[src/rtl/cpu_defs_pkg.sv]
`default_nettype none
// ============================================================================
//  Module      : cpu_defs_pkg
//  Description : Shared opcodes, branch encodings, NOP and fetch FSM states.
//  Revision    : 1.0 - initial release
// ============================================================================
package cpu_defs_pkg;

    localparam logic [6:0] c_opc_branch = 7'b110_0011;
    localparam logic [6:0] c_opc_jal    = 7'b110_1111;
    localparam logic [6:0] c_opc_jalr   = 7'b110_0111;

    localparam logic [2:0] c_bt_beq  = 3'b000;
    localparam logic [2:0] c_bt_bne  = 3'b001;
    localparam logic [2:0] c_bt_blt  = 3'b100;
    localparam logic [2:0] c_bt_bge  = 3'b101;
    localparam logic [2:0] c_bt_bltu = 3'b110;
    localparam logic [2:0] c_bt_bgeu = 3'b111;

    // addi x0, x0, 0
    localparam logic [31:0] c_nop_inst = 32'h0000_0013;

    localparam logic [1:0] c_st_boot   = 2'd0;
    localparam logic [1:0] c_st_run    = 2'd1;
    localparam logic [1:0] c_st_halted = 2'd2;

endpackage
`default_nettype wire

[src/rtl/branch_cmp.sv]
`default_nettype none
// ============================================================================
//  Module      : branch_cmp
//  Description : Evaluates a conditional-branch predicate from funct3.
//  Revision    : 1.0 - initial release
// ============================================================================
module branch_cmp
    import cpu_defs_pkg::*;
(
    input  logic [2:0]  BranchType,
    input  logic [31:0] rs1_val,
    input  logic [31:0] rs2_val,
    output logic        taken
);

    always_comb begin
        taken = 1'b0;
        case (BranchType)
            c_bt_beq:  taken = (rs1_val == rs2_val);
            c_bt_bne:  taken = (rs1_val != rs2_val);
            c_bt_blt:  taken = ($signed(rs1_val) <  $signed(rs2_val));
            c_bt_bge:  taken = ($signed(rs1_val) >= $signed(rs2_val));
            c_bt_bltu: taken = (rs1_val <  rs2_val);
            c_bt_bgeu: taken = (rs1_val >= rs2_val);
            default:   taken = 1'b0;
        endcase
    end

endmodule
`default_nettype wire

[src/rtl/instr_fetch.sv]
`default_nettype none
// ============================================================================
//  Module      : instr_fetch
//  Description : Single-cycle fetch stage with zero-bubble branch/jump redirect.
//  Revision    : 1.0 - initial release
// ============================================================================
module instr_fetch
    import cpu_defs_pkg::*;
#(
    parameter logic [31:0] RESET_PC = 32'h0000_0000,
    parameter int          IMEM_AW  = 14
) (
    input  logic               clk,
    input  logic               rst_n,
    input  logic               stall,
    input  logic               halt,
    input  logic               Branch,
    input  logic [2:0]         BranchType,
    input  logic               Jump,
    input  logic               is_jalr,
    input  logic [31:0]        rs1_val,
    input  logic [31:0]        rs2_val,
    input  logic [31:0]        imm,
    output logic [IMEM_AW-1:0] imem_addr,
    input  logic [31:0]        imem_rdata,
    output logic [31:0]        pc,
    output logic [31:0]        pc_plus4,
    output logic [31:0]        inst,
    output logic               inst_valid,
    output logic               fault
);

    logic [1:0]  r_state;
    logic [31:0] r_pc;
    logic        r_fault;

    logic        w_cond;
    logic        w_redirect;
    logic        w_misaligned;
    logic        w_advance;
    logic [31:0] w_jalr_sum;
    logic [31:0] w_next_pc;

    branch_cmp u_branch_cmp (
        .BranchType (BranchType),
        .rs1_val    (rs1_val),
        .rs2_val    (rs2_val),
        .taken      (w_cond)
    );

    assign w_redirect = Jump | (Branch & w_cond);
    assign w_jalr_sum = rs1_val + imm;

    always_comb begin
        w_next_pc = r_pc + 32'd4;
        if (Jump & is_jalr)
            w_next_pc = w_jalr_sum & ~32'h1;
        else if (w_redirect)
            w_next_pc = r_pc + imm;
    end

    assign w_misaligned = w_redirect & (w_next_pc[1:0] != 2'b00);
    assign w_advance    = (r_state == c_st_run) & ~halt & ~stall;

    // ROM is addressed with the upcoming pc so its data lines up with pc next cycle
    always_comb begin
        if (!rst_n || r_state == c_st_boot)
            imem_addr = RESET_PC[IMEM_AW+1:2];
        else if (w_advance)
            imem_addr = w_next_pc[IMEM_AW+1:2];
        else
            imem_addr = r_pc[IMEM_AW+1:2];
    end

    always_ff @(posedge clk) begin
        if (!rst_n) begin
            r_state <= c_st_boot;
            r_pc    <= RESET_PC;
            r_fault <= 1'b0;
        end else begin
            case (r_state)
                c_st_boot: begin
                    r_state <= c_st_run;
                    r_pc    <= RESET_PC;
                end
                c_st_run: begin
                    if (halt) begin
                        r_state <= c_st_halted;
                    end else if (!stall) begin
                        if (w_misaligned) begin
                            r_fault <= 1'b1;
                            r_state <= c_st_halted;
                        end else begin
                            r_pc <= w_next_pc;
                        end
                    end
                end
                c_st_halted: r_state <= c_st_halted;
                default:     r_state <= c_st_halted;
            endcase
        end
    end

    assign pc         = r_pc;
    assign pc_plus4   = r_pc + 32'd4;
    assign fault      = r_fault;
    assign inst_valid = rst_n & (r_state == c_st_run);
    assign inst       = inst_valid ? imem_rdata : c_nop_inst;

endmodule
`default_nettype wire

[config.mk]
export PLATFORM = sky130hd
export DESIGN_NAME = instr_fetch
export DESIGN_NICKNAME = d
export VERILOG_FILES = /design/src/rtl/cpu_defs_pkg.sv /design/src/rtl/branch_cmp.sv /design/src/rtl/instr_fetch.sv
export SDC_FILE = /design/constraint.sdc
export NUM_CORES = 1
export LEC_CHECK = 0
export ABC_AREA = 0
export CAP_MARGIN = 0
export CORE_ASPECT_RATIO = 0.6
export CORE_MARGIN = 10
export CORE_UTILIZATION = 61
export CTS_BUF_LIST = sky130_fd_sc_hd__clkbuf_4 sky130_fd_sc_hd__clkbuf_8
export CTS_CLUSTER_DIAMETER = 200
export DETAILED_ROUTE_END_ITERATION = 8
export DONT_BUFFER_PORTS = 1
export GPL_TIMING_DRIVEN = 0
export PLACE_DENSITY = 0.75
export REMOVE_ABC_BUFFERS = 1
export SYNTH_ARGS = -nofsm -noshare
export SYNTH_HDL_FRONTEND = slang
export SYNTH_SLANG_ARGS = --single-unit
[constraint.sdc]
create_clock -name clk -period 6.6 [get_ports clk]
set_clock_uncertainty 0.2 [all_clocks]
set_input_delay 0 -clock clk [delete_from_list [all_inputs] [get_ports clk]]
set_output_delay 0 -clock clk [all_outputs]
set_load 0.01 [all_outputs]
After elaboration in Yosys (flattened, before gate mapping). Cells that the tools add are included.

Register bits after elaboration: 35. Bits of input ports: 138. Output and inout port bits: 112. Word-level logic and storage cells: 55.

$add $sub $neg: 3. Order comparisons: 4. Eq/ne operators: 13. Multiplexer cells: 14. Bitwise logic cells: 9. Reduce and logical (&&, ||, !) cells: 9.

Operators with widths (number): 32-bit 2-to-1 mux (6); 32-bit adder (2); 32-bit >= comparator (2); 32-bit less-than comparator (2); 32-bit case mux with 2 select lines (1); 32-bit by 3-bit adder with 32-bit output, second input constant (1); 32-bit equality test (1); 32-bit inequality test (1); 14-bit 2-to-1 mux (2); 3-bit equality test, second input constant (4); 4-bit AND reduction (2); 1-bit AND (6); 2-bit 2-to-1 mux (3); 2-bit inequality test, second input constant (3); 3-bit inequality test, second input constant (2); 1-bit case mux with 6 select lines (1); 2-bit case mux with 2 select lines (1); 2-bit nonzero test (2); 3-bit by 1-bit equality test with 1-bit output, second input constant (1); 3-bit logical NOT (1); 2-bit by 1-bit equality test with 1-bit output, second input constant (1); 2-bit logical NOT (1); 1-bit inverter (2); 2-bit AND reduction (1); 3 further kinds (3).

Logic depth before layout (Yosys ltp).
Word-level depth: 12. Gate-level depth with buffers: 14. Gate-level depth less buffers: 13.

By module. A second synthesis with hierarchy kept.

Cell total of the unflattened synthesis: 981. Area total of the unflattened synthesis: 6980.4 µm².

Modules (own cells, without submodules): instr_fetch (times used 1, cells each 851, area each 6049.6 µm², seq. area each 700.7 µm²); branch_cmp (times used 1, cells each 130, area each 930.9 µm², seq. area each 0.0 µm²).

Least setup slack after synthesis. Ideal clock, no wire load.

Path kind: flip-flop to flip-flop. Start point: reg r_pc[0] (netlist: pc[0]). End point: reg r_pc[28] (netlist: pc[28]). Library setup time: 0.122 ns. Data arrival time: 3.030 ns. Data required time: 6.278 ns. Setup slack: 3.248 ns. Cell stages (with the launch flop): 14. Path buffers: 0. Period minus slack after synthesis: 3.352 ns. Cells stage by stage: dfxtp_1 ha_1 fa_1 a211oi_1 o21ai_1 a41oi_1 o21ai_1 a31oi_1 o21ai_1 a21o_1 a21oi_1 xor2_1 o21ai_1 a221o_1.

Word-level cells in the longest chain between the ends: 7. Elaborated cells on any way between the ends: 12. Those cells by class: add/sub: 2; eq/ne: 1; mux: 6; bitwise: 1; reduce/logical: 2.

RTL lines: start, declared (line instr_fetch.sv:34) `logic [31:0] r_pc;`; start signal, assigned (line instr_fetch.sv:94) `r_pc <= w_next_pc;`; 32-bit by 3-bit adder with 32-bit output / 32-bit adder (equally long branches) (line instr_fetch.sv:55, instr_fetch.sv:59); 32-bit 2-to-1 mux * (line instr_fetch.sv:58) `else if (w_redirect)`; 32-bit 2-to-1 mux * (line instr_fetch.sv:56) `if (Jump & is_jalr)`; 2-bit nonzero test / 32-bit 2-to-1 mux (equally long branches) (line instr_fetch.sv:62, instr_fetch.sv:90); 1-bit AND / 32-bit 2-to-1 mux (equally long branches) (line instr_fetch.sv:62, instr_fetch.sv:89); 2-bit inequality test (no line) / 32-bit 2-to-1 mux (equally long branches); 4-bit AND reduction (no line) / 32-bit case mux with 2 select lines (equally long branches).

Mark *: on every way between the ends. The rest lies on a longest branch, timed or not. The select of a mux whose other input is x is not followed. A chain may end at the register's enable or synchronous reset.

Worst setup path in the final report.
Start point: in rs2_val[15]. End point: out imem_addr[0].

Word-level cells in the longest chain between the ends: 8. Elaborated cells on any way between the ends: 13. Those cells by class: order compare: 4; eq/ne: 2; mux: 5; bitwise: 2.

RTL lines: start, declared (line instr_fetch.sv:22) `input logic [31:0] rs2_val,`; 32-bit >= comparator (tied with other cells) (line branch_cmp.sv:24) `c_bt_bgeu: taken = (rs1_val >= rs2_val);`; 1-bit case mux with 6 select lines * (line branch_cmp.sv:18) `case (BranchType)`; 1-bit AND * (line instr_fetch.sv:51) `assign w_redirect = Jump | (Branch & w_cond);`; 1-bit OR * (line instr_fetch.sv:51); 32-bit 2-to-1 mux * (line instr_fetch.sv:58); 32-bit 2-to-1 mux * (line instr_fetch.sv:56); 14-bit 2-to-1 mux * (line instr_fetch.sv:69) `else if (w_advance)`; 14-bit 2-to-1 mux * (line instr_fetch.sv:67) `if (!rst_n || r_state == c_st_boot)`; end, declared (line instr_fetch.sv:24) `output logic [IMEM_AW-1:0] imem_addr,`.

Mark *: on every way between the ends. The rest lies on a longest branch, timed or not.

==> results.json <==
{
  "finalSetupViolCount": 0,
  "syn_avg_cell_area_um2": 7.24,
  "worstSkewPairLatency_ns": 0.32,
  "p_per_area_nw_per_um2": 110,
  "yosys.area.top_type_share_pct": 18.1,
  "routed_via_density": 6.65,
  "ys_seq_area_share_pct": 10.8,
  "fp.dieW_um": 153,
  "grt_pass1_vias": 6715,
  "synthTopCellsByArea": "ha_1 18%, dfxtp_1 11%, xnor2_1 6.6%",
  "track_usage_pct": 29.9,
  "run_status": "finished clean",
  "grt_overflow": 0,
  "nets": 1159,
  "leakage_nw": 3.21,
  "ys_warn_count": 0,
  "critPathArrivalTime_ns": 4.22,
  "slew_headroom_pct": 18.3,
  "yosysUniqueCellTypes": 69,
  "rows": 29,
  "gp_congestion": 1.00,
  "hold_viol": 0,
  "core_um2": 10500,
  "max_freq_mhz": 226,
  "ys_seq_elements": 35,
  "die_height_um": 99.9,
  "grt_max_degree": 35,
  "pre_cts_ws_ns": 2.29,
  "dp_hpwl_mm": 19.8,
  "clock_path_buffers": 2,
  "setup_ws_ns": 2.18,
  "cts_sinks": 35,
  "wirelength_mm": 24.5,
  "area_delta_synth_final_pct": 11.0,
  "yosysTopAreaCell": "ha_1",
  "cts_setup_buffers": 0,
  "cts_tree": "done",
  "clkTransAtPathRegs_ns": 0.08,
  "synth_edf_count": 0,
  "startpoint_type": "input port",
  "ios": 250,
  "vias": 7097,
  "required_ns": 6.40,
  "drv_cap": 0,
  "antenna_found_initial": 1,
  "rsz0062_at_grt": "false",
  "fin_tns_setup_ns": 0,
  "layout-drive-gt1-share_pct": 2.38,
  "drv_slew": 0,
  "tightest_slew_ns": 1.22,
  "path_class": "in2out",
  "crit_path_end_kind": "primary output",
  "grt_pass1_wl_mm": 37.7,
  "netlist_instances": 895,
  "synth_ff_type": "dfxtp_1",
  "cts_buffers": 5,
  "drc": 0,
  "io_buffer_count": 0,
  "drtIter0Drc": 870,
  "synthArstFlopShare_pct": 0,
  "fin_crit_ns": 4.42,
  "cts.htree.levels": 2,
  "path_max_fanout": 18,
  "hp-class": "in2reg",
  "start_util_pct": 61.8,
  "routedWlPerCell_um": 22.9,
  "period_share_pct": 67.0,
  "firstDrtPassIters": 5,
  "ant_nets": 0,
  "cts_root_buf": "clkbuf_8",
  "max-vdd-ir-drop_v": 0.0000763,
  "syn_area_um2": 6480,
  "dieArea_um2": 15300
}
worst paths after layout:
kind	start	to	slack, ns	cells after the start
worst min-delay path	imm[18]	pc[18]	0.02	4
worst max-delay path	rs2_val[15]	imem_addr[0]	2.18	13
worst max register to register	pc[0]	pc[28]	2.45	13
worst min register to register	pc[27]	pc[27]	0.38	2
critical path: stages:
cell,delay (ns)
inv_1,0.02
ha_1,0.30
a211o_1,0.31
a31oi_1,0.35
o21ai_1,0.23
o311ai_0,0.53
o211ai_1,0.25
a2111oi_4,1.01
buf_8,0.25
nor2_1,0.06
a21oi_1,0.11
a21oi_1,0.10
a211oi_1,0.70
placed cells by master (no fill, tap or decap), types with 4 or more instances in the layout:
master,instances
inv_1,51
nand2b_1,10
o211ai_1,11
a31oi_1,10
o21bai_1,8
o21ai_1,16
nor3_1,18
a21oi_1,74
ha_1,94
clkbuf_8,5
nor2b_1,6
xnor2_1,49
o21a_1,15
o21ai_0,54
xor2_1,31
o31ai_1,6
a21o_1,38
and2_1,39
or3_1,5
a22o_1,5
and3_1,16
nor2_1,59
nand3_1,22
and4_1,6
dfxtp_1,35
dlygate4sd3_1,48
a32o_1,4
a211oi_1,21
nand2_1,81
nand4_1,17
timing repair:
item,CTS,global route
gates resized for setup,0,0
hold endpoints to repair,49,0
hold buffers,48,0
power breakdown:
group          internal, mW  total (mW)  switching, mW
combinational         0.166       0.393          0.227
sequential            0.214       0.219        0.00546
clock                0.0727       0.177          0.104
total                 0.452       0.789          0.336
layer usage:
layer  track usage (%)  wire length (µm)
met5                 0                 0
met4              8.03               548
met3              11.3              3310
met2              46.0             10700
met1              38.5              9960
cell type report:
cell class,count,area (µm²)
antenna,2,5.00
clock buffer,5,68.8
clock inverter,3,15.0
fill,879,3290
inverter,51,191
multi-input combinational,779,5460
sequential,35,701
tap,139,174
timing repair buffer,53,577
state kept, by name, indices dropped and copies added, names as in the netlist:
register,flops
fault,1
pc,32
r_state,2
cell families (layout without fill, tap and decap cells):
family	after synthesis	after routing	synth area share [%]
AO/OA/AOI/OAI	307	307	31.3
multiplexers	3	3	0.463
adder cells (fa/ha/maj)	96	96	18.8
flip-flops	35	35	10.8
XOR/XNOR	80	80	10.8
buffers and inverters	81	112	5.08
other	0	2	0
AND/OR/NAND/NOR	293	293	22.7
through the flow:
| stage | cell area [µm²] | power, mW | instances | utilization, % | hold WS [ns] |
|---|---|---|---|---|---|
| 2_1_floorplan | 6340 | 0.489 | 865 | - | -0.0825 |
| 3_3_place_gp | 6520 | 0.556 | 1004 | 62.2 | -0.0739 |
| 3_5_place_dp | 6630 | 0.578 | 1009 | 63.2 | -0.0764 |
| 4_1_cts | 7190 | 0.778 | 1065 | 68.6 | 0.0100 |
| 5_1_grt | 7190 | 0.834 | 1065 | 68.6 | 0.0591 |
| 6_report | 7200 | 0.789 | 1067 | 68.6 | 0.0214 |
synthesized netlist by cell type, drive strengths merged, types with 15 or more instances:
| library cell | instances |
|---|---|
| a211oi | 21 |
| a21o | 38 |
| a21oi | 75 |
| and2 | 39 |
| and3 | 16 |
| clkbuf | 20 |
| dfxtp | 35 |
| ha | 94 |
| inv | 51 |
| nand2 | 81 |
| nand3 | 22 |
| nand4 | 17 |
| nor2 | 59 |
| nor3 | 18 |
| o21a | 15 |
| o21ai | 70 |
| xnor2 | 49 |
| xor2 | 31 |
Power figures use the tool's default switching activity.
